### config.mk
export PLATFORM = sky130hd
export DESIGN_NAME = cla_adder_pipe
export DESIGN_NICKNAME = d
export VERILOG_FILES = /design/src/rtl/cla_pkg.sv /design/src/rtl/cla_adder_pipe_block.sv /design/src/rtl/cla_adder_pipe.sv
export SDC_FILE = /design/constraint.sdc
export NUM_CORES = 1
export LEC_CHECK = 0
export BUFFER_PORTS_ARGS = -buffer_cell sky130_fd_sc_hd__buf_2
export CAP_MARGIN = 20
export CORE_UTILIZATION = 55
export DETAILED_ROUTE_END_ITERATION = 6
export PLACE_DENSITY_LB_ADDON = 0.3
export SYNTH_ARGS = -nofsm -noshare
export SYNTH_HDL_FRONTEND = slang
export SYNTH_SLANG_ARGS = --single-unit
### constraint.sdc
create_clock -name i_clk -period 10 [get_ports i_clk]
set_input_delay 2 -clock i_clk [delete_from_list [all_inputs] [get_ports i_clk]]
set_output_delay 2 -clock i_clk [all_outputs]
set_load 0.1 [all_outputs]
### src/rtl/cla_pkg.sv
// cla_pkg: sizing helpers, stage control payload and configuration check for cla_adder_pipe
// Used by: cla_adder_pipe (segment width, blocks per segment, parameter legality)
package cla_pkg;

   typedef struct packed {
      logic carry;
      logic sub;
      logic valid;
   } stage_ctl_t;

   function automatic int seg_w(input int width, input int stages);
      return width / stages;
   endfunction

   function automatic int blocks_per_seg(input int width, input int block, input int stages);
      return width / (block * stages);
   endfunction

   // Short-circuit order keeps the modulo and division away from zero divisors.
   function automatic bit cfg_ok(input int width, input int block, input int stages);
      return block >= 1 && stages >= 1 && (width % (block * stages)) == 0 && stages <= width / block;
   endfunction

endpackage

### src/rtl/cla_adder_pipe_block.sv
// cla_block_n: combinational BLOCK-bit generate/propagate carry-lookahead adder block
// Ports: a_i/b_i operands, c_i carry in, s_o sum, c_o carry out of the block
module cla_block_n #(
   parameter int BLOCK = 4
) (
   input  logic [BLOCK-1:0] a_i,
   input  logic [BLOCK-1:0] b_i,
   input  logic             c_i,
   output logic [BLOCK-1:0] s_o,
   output logic             c_o
);

   logic [BLOCK-1:0] g;
   logic [BLOCK-1:0] p;
   logic [BLOCK:0]   c;
   logic             gg;
   logic             pp;

   assign g = a_i & b_i;
   assign p = a_i ^ b_i;

   // Every carry is a flat sum of products over g/p and c_i, not a ripple chain.
   always_comb begin
      c = '0;
      gg = 1'b0;
      pp = 1'b1;
      c[0] = c_i;
      for (int i = 0; i < BLOCK; i++) begin
         gg = 1'b0;
         pp = 1'b1;
         for (int j = i; j >= 0; j--) begin
            gg = gg | (pp & g[j]);
            pp = pp & p[j];
         end
         c[i+1] = gg | (pp & c_i);
      end
   end

   assign s_o = p ^ c[BLOCK-1:0];
   assign c_o = c[BLOCK];

endmodule

### src/rtl/cla_adder_pipe.sv
// cla_adder_pipe: pipelined carry-lookahead adder/subtractor, one segment per stage, valid/ready on both sides
// Ports: i_clk, i_rst_n (sync, active-low); i_valid/o_ready, i_a, i_b, i_carry_in, i_sub in;
//        o_valid/i_ready, o_s, o_carry_out out; o_overflow only with CLA_ADDER_PIPE_OVERFLOW_EN defined
module cla_adder_pipe
   import cla_pkg::*;
#(
   parameter int WIDTH  = 64,
   parameter int BLOCK  = 4,
   parameter int STAGES = 4
) (
   input  logic             i_clk,
   input  logic             i_rst_n,
   input  logic             i_valid,
   output logic             o_ready,
   input  logic [WIDTH-1:0] i_a,
   input  logic [WIDTH-1:0] i_b,
   input  logic             i_carry_in,
   input  logic             i_sub,
   output logic             o_valid,
   input  logic             i_ready,
   output logic [WIDTH-1:0] o_s,
   output logic             o_carry_out
`ifdef CLA_ADDER_PIPE_OVERFLOW_EN
   ,output logic            o_overflow
`endif
);

   localparam int SEG = seg_w(WIDTH, STAGES);
   localparam int NB  = blocks_per_seg(WIDTH, BLOCK, STAGES);

   typedef struct packed {
      logic [WIDTH-1:0] a;
      logic [WIDTH-1:0] b;
      logic [WIDTH-1:0] s;
      stage_ctl_t       ctl;
   } stage_t;

   stage_t d [STAGES];
   stage_t q [STAGES];
   logic   en;
   logic   unused_tail;

   if (!cfg_ok(WIDTH, BLOCK, STAGES)) begin : g_bad_cfg
      $error("cla_adder_pipe: WIDTH must be a multiple of BLOCK*STAGES and STAGES <= WIDTH/BLOCK");
   end

   // The whole pipe advances together; a full output stage blocks only while downstream stalls.
   assign en      = !o_valid || i_ready;
   assign o_ready = en;

`ifdef CLA_ADDER_PIPE_OVERFLOW_EN
   logic ovf_d;
   logic ovf_q;
`endif

   for (genvar k = 0; k < STAGES; k++) begin : g_stage
      stage_t          src;
      logic [NB:0]     gc;
      logic [SEG-1:0]  ss;
      // Stage 0 inverts B and forces the carry for subtraction, so later stages see a plain add.
      if (k == 0) begin : g_head
         assign src = '{a: i_a, b: i_sub ? ~i_b : i_b, s: '0,
                        ctl: '{carry: i_sub | i_carry_in, sub: i_sub, valid: i_valid}};
      end else begin : g_tail
         assign src = q[k-1];
      end
      assign gc[0] = src.ctl.carry;
      for (genvar j = 0; j < NB; j++) begin : g_blk
         cla_block_n #(.BLOCK(BLOCK)) u_blk (
            .a_i (src.a[k*SEG + j*BLOCK +: BLOCK]),
            .b_i (src.b[k*SEG + j*BLOCK +: BLOCK]),
            .c_i (gc[j]),
            .s_o (ss[j*BLOCK +: BLOCK]),
            .c_o (gc[j+1])
         );
      end
      // Slice k of src.s is still zero here, so OR-ing inserts this segment's sum.
      assign d[k] = '{a: src.a, b: src.b, s: src.s | (WIDTH'(ss) << (k*SEG)),
                      ctl: '{carry: gc[NB], sub: src.ctl.sub, valid: src.ctl.valid}};
`ifdef CLA_ADDER_PIPE_OVERFLOW_EN
      // Carry into the MSB is recovered as a^b^s at that bit.
      if (k == STAGES-1) begin : g_ovf
         assign ovf_d = src.a[WIDTH-1] ^ src.b[WIDTH-1] ^ ss[SEG-1] ^ gc[NB];
      end
`endif
   end

   always_ff @(posedge i_clk) begin
      if (!i_rst_n) begin
         for (int i = 0; i < STAGES; i++) q[i] <= '0;
      end else if (en) begin
         q <= d;
      end
   end

`ifdef CLA_ADDER_PIPE_OVERFLOW_EN
   always_ff @(posedge i_clk) begin
      if (!i_rst_n) ovf_q <= 1'b0;
      else if (en) ovf_q <= ovf_d;
   end
   assign o_overflow = ovf_q;
`endif

   assign o_valid     = q[STAGES-1].ctl.valid;
   assign o_s         = q[STAGES-1].s;
   assign o_carry_out = q[STAGES-1].ctl.carry;
   assign unused_tail = ^{q[STAGES-1].a, q[STAGES-1].b, q[STAGES-1].ctl.sub};

endmodule
==> Yosys cells after proc, flatten, opt, wreduce, memory -nomap -nowiden <==
Index checks and enable logic that the tools add are counted.
{ "word_totals": {"regBits": 600, "in_bits": 134, "out_inout_bits": 67, "elab_cells": 490} }
{ "classes": {"n_mux": 1, "bitwise_logic": 469, "n_reduce_logical": 2} }
{ "op_table": {"columns": ["cell", "count"], "rows": [
  ["$and A1 B1 Y1", 256],
  ["$or A1 B1 Y1", 161],
  ["$xor A4 B4 Y4", 32],
  ["$and A4 B4 Y4", 16],
  ["$mux W64", 1],
  ["$not A64 Y64", 1],
  ["$or A64 B48 Y64", 1],
  ["$or A64 B64 Y64", 1],
  ["$or A16 B32 Y32", 1],
  ["$logic_not A1 Y1", 1],
  ["$logic_or A1 B1 Y1", 1]
]} }

==> Logic depth before layout (Yosys ltp) <==
{ "depth": {"ltp_word": 15, "depth_mapped": 14} }

==> Cells and area by module <==
A second synthesis with hierarchy kept.
{ "unflattened": {"cells_unflattened": 1792, "hier_area_um2": 15791.4} }
{ "by_module_without_submodules": {"columns": ["module", "instances", "cells_per_inst", "area_per_inst_um2"], "rows": [
  ["cla_adder_pipe", 1, 1584, 13669.4],
  ["cla_block_n", 16, 13, 132.6]
]} }

==> Worst setup path after synthesis <==
No wires, ideal clock.
{ "synth_timing": {"path_type": "input-to-output", "start": "input port i_ready", "end": "output port o_ready", "t_arrival_ps": 3743, "t_required_ps": 8000, "path_slack_ps": 4257, "stages": 5, "cell_sequence": "nor2b_1 -> inv_1 -> clkbuf_1 -> clkbuf_1 -> clkbuf_1"} }
{ "synth_between": {"elab_chain_len": 1} }
{ "synth_rtl": {"columns": ["element", "line_no", "rtl"], "rows": [
  ["start, declared", "cla_adder_pipe.sv:20", "input logic i_ready,"],
  ["$logic_or A1 B1 Y1", "cla_adder_pipe.sv:48", "assign en = !o_valid || i_ready;"],
  ["end, declared", "cla_adder_pipe.sv:14", "output logic o_ready,"]
]} }
Every way passes these cells.

==> Worst setup path in the final report <==
Ends and elaborated chain as after synthesis.

==> impl_metrics.json <==
{
  "final_area_mm2": 0.0178,
  "root_buffer": "clkbuf_16",
  "r2r_end": "g_stage[3].src[48]$_SDFFE_PN0P_",
  "grt_pass1_vias": 11205,
  "power.share.combinational_pct": 12.7,
  "power_frac_seq_pct": 46.3,
  "cts.htree.levels": 2,
  "endpoint_kind": "primary output",
  "cts_tree": "yes",
  "cp_max_fo": 219,
  "synth-edff-count": 0,
  "postRouteAntennaNets": 0,
  "synth_cells": 1847,
  "yosysSeqAreaShare_pct": 46.6,
  "p_sw_share_pct": 25.6,
  "synth_top_area_cell": "dfxtp_1",
  "synth_warnings": 0,
  "post_cts_buffers": 0,
  "dr.first_iter.drc_count": 902,
  "portBuffers": 200,
  "outcome": "finished clean",
  "placed_area_mm2": 0.0166,
  "drc": 0,
  "start_kind": "input pin",
  "io_pins": 201,
  "avgSynthCellArea_um2": 8.37,
  "cts_buffers": 38,
  "final_nets": 2181,
  "clock_skew_ps": 14.7,
  "max_freq_mhz": 169,
  "p_per_area_mw_per_mm2": 192,
  "gp_congestion": 0.844,
  "post-route-util_pct": 64.3,
  "crit_path_end": "o_ready",
  "dr_total_vias": 12575,
  "clk-insertion-delay-late_ps": 520,
  "grt_max_degree": 220,
  "hold_ws_ps": 446,
  "tns_ps": 0,
  "antenna_found_initial": 1,
  "worst_slew_pin_slew_ps": 1150,
  "rr_startpoint": "d[294]$_SDFFE_PN0P_",
  "rrSetupSlack_ps": 6990,
  "ir_drop_v": 0.0000984,
  "hold_violations": 0,
  "worstRegToRegCells": 9,
  "dp_hpwl_um": 21200,
  "worst-setup-path-type": "input pin to primary output",
  "grt_pass1_wl_um": 54100,
  "synth_ff_type": "dfxtp_1",
  "syn_area_mm2": 0.0155,
  "period_share_pct": 59.2,
  "initial_utilization_pct": 55.8,
  "ys_seq_elements": 360,
  "grt_use_total_pct": 22.8,
  "hold_path_startpoint": "o_s[9]$_SDFFE_PN0P_",
  "synth_top_area_share_pct": 46.6,
  "power.leakage_nw": 7.94,
  "cts.repair.resized": 0,
  "worst_ep_required_time_ps": 8000,
  "vias_per_cell": 5.30,
  "dpl.cell_count": 2305,
  "synthTopCellsByArea": "dfxtp_1 (47%), nand2_1 (15%), a21oi_1 (7.8%), ha_1 (5.2%), xnor2_1 (4.1%)",
  "cts_sinks": 360,
  "crit_path_start": "i_ready",
  "slew_violations": 0,
  "rsz0062_at_grt": "false",
  "fill_cells": 2410,
  "relSlewSlack_pct": 23.7,
  "layout.cells.non_filler": 2374,
  "finalSetupViolations": 0,
  "clkTransAtPathRegs_ps": 50,
  "hold_path.class": "flop to flop",
  "rows": 61,
  "core_area_mm2": 0.0277,
  "p_clk_share_pct": 41.0,
  "die_x_um": 170,
  "min_period_ps": 5920,
  "hold_buffers": 0,
  "synth_cell_types": 51,
  "drive_gt1_share_pct": 14.0,
  "overflow": 0,
  "async_flop_share_pct": 0,
  "wirelength_um": 33600,
  "arrival_ps": 3920,
  "p_switching_mw": 0.879,
  "syn_to_final_growth_pct": 15.2,
  "dieArea_mm2": 0.0288,
  "die_h_um": 170,
  "drt_first_pass_iters": 5,
  "syn_nets": 2061,
  "internal-power_mw": 2.55,
  "wl_per_cell_um": 14.2,
  "max_cap_violations": 0,
  "clockBufferDepth": 3
}
-- cells in the final DEF, fill, tap and decap left out, types with 16 or more instances in the layout --
cell,netlist,routed
xnor2_1,72,72
ha_1,64,64
a211oi_1,23,23
fa_1,16,16
a21oi_1,241,241
inv_1,23,21
clkbuf_16,0,39
a21boi_0,58,58
buf_2,2,198
dfxtp_1,360,360
nand2_1,602,602
nand3_1,18,18
o21ai_0,16,16
xor2_1,22,22
nor2_1,40,40
o211a_1,46,46
-- cell usage after synthesis (4+ instances only) --
master	n
a31oi_1	5
nand2b_1	5
ha_1	64
fa_1	16
nand4_1	5
nor2b_1	5
inv_1	23
and2_1	4
a211oi_1	23
xnor2_1	72
nor3_1	9
a21o_1	11
a211o_1	7
or3_1	10
clkbuf_1	110
nor2_1	40
nand4b_1	8
o31ai_1	5
o21ai_0	16
o21bai_1	4
dfxtp_1	360
a21boi_0	58
xor2_1	22
o21a_1	5
nand3_1	18
buf_1	16
nand2_1	602
o211a_1	46
a21oi_1	241
-- routing by layer --
metal | share of wire (%) | up-vias | GRT usage (%) | wire length (um)
li1 | - | 6411 | - | -
met2 | 46 | 293 | 36.6 | 15300
met1 | 47 | 5803 | 31.6 | 15800
met4 | 2.7 | 0 | 8.15 | 908
met3 | 4.8 | 68 | 2.92 | 1620
met5 | 0 | - | 0 | 0
-- metrics by stage --
step,setup WS (ps),total power [mW]
final,4080,3.43
after global routing,3950,3.57
after CTS,4140,3.45
after detailed placement,4150,2.05
after global placement,4150,2.04
after floorplan,4260,1.94
-- power groups by stage --
stage	Sequential (mW)	Combinational, mW	Clock (mW)
3_5_place_dp	1.62	0.431	0
5_1_grt	1.60	0.481	1.49
6_report	1.59	0.435	1.41
4_1_cts	1.59	0.436	1.43
3_3_place_gp	1.62	0.421	0
2_1_floorplan	1.68	0.257	0
-- worst max-delay path: stages --
cell,delay [ps]
buf_2,110
nor2b_4,120
buf_12,590
inv_8,450
buf_2,440
-- cell type report --
class | instances | area, um2 | share of cell area (%)
Inverter | 23 | 101 | 0.569
Sequential cell | 360 | 7210 | 40.4
Timing Repair Buffer | 208 | 1080 | 6.05
Antenna cell | 2 | 5.00 | 0.0281
Tap cell | 378 | 473 | 2.65
Multi-Input combinational cell | 1336 | 7700 | 43.2
Clock buffer | 55 | 1120 | 6.26
Clock inverter | 12 | 139 | 0.779
-- cell families after synthesis --
group	count (synthesis)	share of synthesized area [%]
buffers and inverters	151	3.68
AO/OA/AOI/OAI	444	18.5
flip-flops	360	46.6
XOR/XNOR	94	5.32
AND/OR/NAND/NOR	716	18.5
multiplexers	2	0.129
adder cells (fa/ha/maj)	80	7.25
-- registers in the layout, summed over array words and instances (netlist names) --
register	cells
o_carry_out	1
o_s	64
o_valid	1
g_stage.src	96
d	195
g_stage.gc	3
-- worst min-delay path by stage --
stage | to | depth (start not counted)
after global routing | g_stage[3].src[34]$_SDFFE_PN0P_ | 2
after floorplan | d[390]$_SDFFE_PN0P_ | 2
after CTS | o_s[39]$_SDFFE_PN0P_ | 2
after global placement | o_s[21]$_SDFFE_PN0P_ | 2
after detailed placement | o_s[9]$_SDFFE_PN0P_ | 2
final | o_s[9]$_SDFFE_PN0P_ | 2
Note: power is estimated with default switching activity, not from simulation.
